File: config.mk
export PLATFORM = sky130hd
export DESIGN_NAME = sd_img_server
export DESIGN_NICKNAME = d
export VERILOG_FILES = /design/src/rtl/sd_img_server.sv
export SDC_FILE = /design/constraint.sdc
export NUM_CORES = 1
export LEC_CHECK = 0
export BUFFER_PORTS_ARGS = -buffer_cell sky130_fd_sc_hd__buf_2
export CORE_MARGIN = 4
export CORE_UTILIZATION = 49
export DETAILED_ROUTE_END_ITERATION = 16
export PLACE_DENSITY = 0.83
export SYNTH_ARGS = -nofsm -noshare
export SYNTH_HDL_FRONTEND = slang
export SYNTH_SLANG_ARGS = --single-unit
File: constraint.sdc
create_clock -name clk_sys -period 2.9 [get_ports clk_sys]
set_clock_uncertainty 0.05 [all_clocks]
set_input_delay 0.29 -clock clk_sys [delete_from_list [all_inputs] [get_ports clk_sys]]
set_output_delay 0.29 -clock clk_sys [all_outputs]
set_load 0.03 [all_outputs]
File: src/rtl/sd_img_server.sv
`default_nettype none
// +--------------------------------------------------------------------------+
// | Module      : sd_img_server                                              |
// | Description : Responder end of the sd_lba/sd_rd/sd_wr/sd_ack/sd_buff_*   |
// |               block-transfer interface. Serves 512-byte sector reads and |
// |               writes from a disk image held in SDRAM at byte address     |
// |               BASE + lba*512, one byte per memory request.               |
// | Ports       : clk_sys, reset_n (async, active-low)                       |
// |               sd_lba/sd_rd/sd_wr      - request from disk controller     |
// |               sd_ack                  - high for the whole transfer      |
// |               sd_buff_addr/dout/wr    - byte index, read data, strobe    |
// |               sd_buff_din             - write data from controller       |
// |               img_size                - image size (bounds option only)  |
// |               mem_addr/rd/wr/dout     - SDRAM request port               |
// |               mem_din/mem_ready       - SDRAM read data / completion     |
// | Options     : define IMG_BOUNDS_EN to suppress SDRAM accesses for        |
// |               sectors at or beyond img_size (reads return 8'h00).        |
// | Revision    : 1.0 - initial release                                      |
// +--------------------------------------------------------------------------+
module sd_img_server #(
  parameter int                ADDR_W = 25,
  parameter logic [ADDR_W-1:0] BASE   = 25'h1000000
) (
  input  logic              clk_sys,
  input  logic              reset_n,
  input  logic [31:0]       sd_lba,
  input  logic              sd_rd,
  input  logic              sd_wr,
  output logic              sd_ack,
  output logic [8:0]        sd_buff_addr,
  output logic [7:0]        sd_buff_dout,
  input  logic [7:0]        sd_buff_din,
  output logic              sd_buff_wr,
  input  logic [31:0]       img_size,
  output logic [ADDR_W-1:0] mem_addr,
  output logic              mem_rd,
  output logic              mem_wr,
  output logic [7:0]        mem_dout,
  input  logic [7:0]        mem_din,
  input  logic              mem_ready
);

  typedef enum logic [2:0] {
    S_IDLE     = 3'd0,
    S_RD_REQ   = 3'd1,
    S_RD_PUT   = 3'd2,
    S_WR_ADDR  = 3'd3,
    S_WR_LATCH = 3'd4,
    S_WR_REQ   = 3'd5,
    S_DONE     = 3'd6
  } state_t;

  state_t              state_q, state_d;
  logic [8:0]          i_q, i_d;
  logic [31:0]         lba_q, lba_d;
  logic                skip_q, skip_d;
  logic                ack_q, ack_d;
  logic [8:0]          buff_addr_q, buff_addr_d;
  logic [7:0]          buff_dout_q, buff_dout_d;
  logic                buff_wr_q, buff_wr_d;
  logic [ADDR_W-1:0]   mem_addr_q, mem_addr_d;
  logic                mem_rd_q, mem_rd_d;
  logic                mem_wr_q, mem_wr_d;
  logic [7:0]          mem_dout_q, mem_dout_d;

  logic                w_oor;
  logic                w_last;
  logic                w_load_addr;
  logic [40:0]         w_byte_addr;

`ifdef IMG_BOUNDS_EN
  // Sector start offset compared at full 41-bit width so large LBAs never alias.
  assign w_oor = ({sd_lba, 9'b0} >= {9'b0, img_size});
`else
  logic unused_img_size;
  assign unused_img_size = ^img_size;
  assign w_oor           = 1'b0;
`endif

  assign w_last = (i_q == 9'd511);

  // Only the low ADDR_W bits of the sector byte offset reach the memory port.
  logic unused_addr_hi;
  assign unused_addr_hi = ^w_byte_addr;

  always_comb begin
    state_d     = state_q;
    i_d         = i_q;
    lba_d       = lba_q;
    skip_d      = skip_q;
    ack_d       = ack_q;
    buff_addr_d = buff_addr_q;
    buff_dout_d = buff_dout_q;
    buff_wr_d   = 1'b0;
    mem_rd_d    = mem_rd_q;
    mem_wr_d    = mem_wr_q;
    mem_dout_d  = mem_dout_q;
    w_load_addr = 1'b0;

    case (state_q)
      S_IDLE: begin
        if (sd_rd || sd_wr) begin
          lba_d       = sd_lba;
          skip_d      = w_oor;
          i_d         = 9'd0;
          ack_d       = 1'b1;
          w_load_addr = 1'b1;
          if (sd_rd) begin
            mem_rd_d = ~w_oor;
            state_d  = S_RD_REQ;
          end else begin
            // Present the byte index a full cycle ahead of the data latch.
            buff_addr_d = 9'd0;
            state_d     = S_WR_ADDR;
          end
        end
      end
      S_RD_REQ: begin
        if (skip_q || (mem_ready && mem_rd_q)) begin
          mem_rd_d    = 1'b0;
          buff_dout_d = skip_q ? 8'h00 : mem_din;
          buff_addr_d = i_q;
          buff_wr_d   = 1'b1;
          state_d     = S_RD_PUT;
        end
      end
      S_RD_PUT: begin
        if (w_last) begin
          ack_d   = 1'b0;
          state_d = S_DONE;
        end else begin
          i_d         = i_q + 9'd1;
          w_load_addr = 1'b1;
          mem_rd_d    = ~skip_q;
          state_d     = S_RD_REQ;
        end
      end
      S_WR_ADDR: begin
        buff_addr_d = i_q;
        state_d     = S_WR_LATCH;
      end
      S_WR_LATCH: begin
        mem_dout_d = sd_buff_din;
        mem_wr_d   = ~skip_q;
        state_d    = S_WR_REQ;
      end
      S_WR_REQ: begin
        if (skip_q || (mem_ready && mem_wr_q)) begin
          mem_wr_d = 1'b0;
          if (w_last) begin
            ack_d   = 1'b0;
            state_d = S_DONE;
          end else begin
            i_d         = i_q + 9'd1;
            buff_addr_d = i_q + 9'd1;
            w_load_addr = 1'b1;
            state_d     = S_WR_ADDR;
          end
        end
      end
      S_DONE: begin
        // Wait for both request levels to drop so a held level cannot retrigger.
        if (!sd_rd && !sd_wr) begin
          state_d = S_IDLE;
        end
      end
      default: begin
        state_d = S_IDLE;
      end
    endcase

    // lba*512 + i is a plain concatenation because i never exceeds 511.
    w_byte_addr = {lba_d, i_d};
    mem_addr_d  = w_load_addr ? (BASE + w_byte_addr[ADDR_W-1:0]) : mem_addr_q;
  end

  always_ff @(posedge clk_sys or negedge reset_n) begin
    if (!reset_n) begin
      state_q     <= S_IDLE;
      i_q         <= 9'd0;
      lba_q       <= 32'd0;
      skip_q      <= 1'b0;
      ack_q       <= 1'b0;
      buff_addr_q <= 9'd0;
      buff_dout_q <= 8'd0;
      buff_wr_q   <= 1'b0;
      mem_addr_q  <= '0;
      mem_rd_q    <= 1'b0;
      mem_wr_q    <= 1'b0;
      mem_dout_q  <= 8'd0;
    end else begin
      state_q     <= state_d;
      i_q         <= i_d;
      lba_q       <= lba_d;
      skip_q      <= skip_d;
      ack_q       <= ack_d;
      buff_addr_q <= buff_addr_d;
      buff_dout_q <= buff_dout_d;
      buff_wr_q   <= buff_wr_d;
      mem_addr_q  <= mem_addr_d;
      mem_rd_q    <= mem_rd_d;
      mem_wr_q    <= mem_wr_d;
      mem_dout_q  <= mem_dout_d;
    end
  end

  assign sd_ack       = ack_q;
  assign sd_buff_addr = buff_addr_q;
  assign sd_buff_dout = buff_dout_q;
  assign sd_buff_wr   = buff_wr_q;
  assign mem_addr     = mem_addr_q;
  assign mem_rd       = mem_rd_q;
  assign mem_wr       = mem_wr_q;
  assign mem_dout     = mem_dout_q;

endmodule
`default_nettype wire

==> results_dict.tcl <==
set metrics [dict create \
    grt_pass1_vias 2551 \
    end_kind "register" \
    drive_above_1_share 0.453 \
    antenna_found_initial 0 \
    critPathArrivalTime_ps 2450 \
    nNetsFinal 464 \
    dpl.hpwl_mm 5.25 \
    tns_ps 0 \
    hold_viol 0 \
    clk_latency_ps 350 \
    fin_total_pwr_mw 5.01 \
    ant_nets 0 \
    wl_per_cell_um 15.3 \
    initial_utilization 0.500 \
    relSlewSlack 0.322 \
    placeableCoreArea_um2 7210 \
    grt_max_degree 83 \
    crit_slowest_cell "a222oi_1" \
    rsz0062_at_grt "no" \
    slowest_delay_ps 610 \
    cts_hold_buf 0 \
    cts.sinks 82 \
    synth.yosys.warnings 0 \
    path_buf_inv 0 \
    synth_cells 289 \
    drt-initial-drc-count 196 \
    routed_wl_mm 7.37 \
    hp-class "in -> async" \
    stdcell_count 481 \
    port-buffer-count 90 \
    synth_area_um2 3610 \
    drc 0 \
    htree_levels 3 \
    die_h_um 93.8 \
    drt-vias-per-instance 5.40 \
    first_pass_iters 5 \
    p_leak_nw 2.14 \
    root_buffer "clkbuf_8" \
    placementRows 31 \
    yosysTopAreaCellShare 0.568 \
    globalplace.congestion 0.886 \
    syn_to_final_growth_pct 21.2 \
    start_kind "register" \
    maxCapViolations 0 \
    cpLargestDelayFamily "compound AO/OA/AOI/OAI gates" \
    antenna_cells 0 \
    utilization 0.606 \
    die_area_um2 8800 \
    synth_nets 376 \
    avgSynthCellArea_um2 12.5 \
    cts_resized 0 \
    synth_top_cells_by_area "dfrtp_1 (57%), mux2_2 (18%), a21o_1 (2.5%), o21ai_0 (1.8%), nand2_1 (1.6%)" \
    min_period_ps 2260 \
    post-cts-setup-buffer-count 0 \
    seq_area_frac_synth 0.568 \
    synth-seq-cells 82 \
    required_ps 3090 \
    cts-buffers-inserted 9 \
    path_cells "and3b_1 -> a222oi_1 -> o211ai_2 -> mux2_2" \
    dp_cells 465 \
    synth_cell_types 46 \
    fmax_ghz 0.443 \
    status "finished, final reports clean" \
    crit_type "reg -> reg" \
    grt-ovfl-total 0 \
    post-route-period-util 0.779 \
    finalSetupViolCount 0 \
    clk_path_buf_depth 2 \
    io_pins 139 \
    tightestPinTransition_ps 1010 \
    vdd_drop_max_mv 0.698 \
    grt_pass1_wl_mm 12.4 \
    drv_slew 0 \
    vias 2596 \
    cts_tree "yes" \
    holdWs_ps 40.9 \
    die_w_um 93.8 \
    clk_pin_slew_ps 80 \
    power_density_nw_per_um2 1140 \
    grtUsageTotal 0.180 \
    cp_max_fo 17 \
    synth_largest_area_cell "dfrtp_1" \
]
metrics by stage:
stage	setup slack, ps	instance area [um2]
detailed placement	655	4160
global placement	689	4160
finish	642	4370
floorplan	906	3610
global route	460	4370
CTS	654	4370
final timing paths:
check	cells after the start	start	to	slack [ps]
worst max-delay path	4	state_q[2]	sd_buff_addr[1]	640
worst min-delay path	1	reset_n	mem_dout[5]	40
worst max register to register	4	state_q[2]	sd_buff_addr[1]	640
worst min register to register	1	mem_addr[5]	mem_addr[5]	430
max in group asynchronous	1	reset_n	sd_buff_addr[5]	2120
min in group clk_sys	2	mem_din[1]	sd_buff_dout[1]	110
final cells by class:
cell class	count	area [um2]
fill	579	2840
clock inverter	5	61.3
tap	99	124
multi-input combinational	186	1480
clock buffer	11	151
timing repair buffer	94	495
inverter	4	15.0
sequential	82	2050
flip-flops by register name, indices dropped and copies added (netlist names):
name	count
lba_q	16
sd_ack	1
sd_buff_addr	9
state_q	3
mem_wr	1
mem_dout	8
i_q	9
mem_rd	1
mem_addr	25
sd_buff_dout	8
sd_buff_wr	1
placed cells by master, fill, tap and decap left out, types with 3 or more instances in the layout:
| cell type | count |
|---|---|
| a21o_1 | 12 |
| a22o_1 | 5 |
| buf_4 | 4 |
| nor3_1 | 7 |
| nand4_1 | 3 |
| nand3_1 | 5 |
| nand2_1 | 15 |
| dfrtp_1 | 82 |
| a21oi_1 | 9 |
| clkbuf_8 | 11 |
| buf_2 | 89 |
| inv_1 | 4 |
| nor3b_1 | 3 |
| mux2_2 | 58 |
| and4_1 | 3 |
| a31oi_1 | 5 |
| o21ai_0 | 13 |
| o211ai_1 | 4 |
| nor2_1 | 8 |
Yosys cell counts (all sizes together):
cell and instances:
a222oi 1, nand3 5, o211ai 5, ha 2, o2bb2ai 1, dfrtp 82, nand4 3, o31ai 1
a22o 5, a41oi 1, nand2b 2, o22ai 1, a21oi 9, nand4b 1, a21o 12, o21ai 14
and3b 1, o221ai 1, o21ba 1, xor2 1, or3 1, mux2 58, nor2b 2, nand3b 1
buf 6, nor2 8, nor3b 4, o21bai 2, and4 3, inv 4, clkbuf 11, or4 1
nor3 8, xnor2 2, a22oi 1, o22a 2, and2 1, nand2 15, mux2i 1, a31oi 5
a211oi 2, and3 2
cell families after synthesis:
family                   Yosys count  share of synthesized area
flip-flops                        82                      0.568
XOR/XNOR                           3                    0.00728
adder cells (fa/ha/maj)            2                    0.00693
buffers and inverters             21                     0.0239
multiplexers                      59                      0.184
AO/OA/AOI/OAI                     64                      0.121
AND/OR/NAND/NOR                   58                     0.0884
where the power goes:
part	total (mW)	switching, mW	internal, mW
logic	2.36	1.39	0.971
registers	1.78	0.203	1.58
clock network	0.868	0.419	0.449
metal layers:
metal,vias up,share of wire,GRT usage
met5,-,0,0
met4,0,0.021,0.0854
met3,12,0.055,0.0409
met2,75,0.50,0.287
met1,1275,0.42,0.233
li1,1234,-,-
Power figures use the tool's default switching activity.
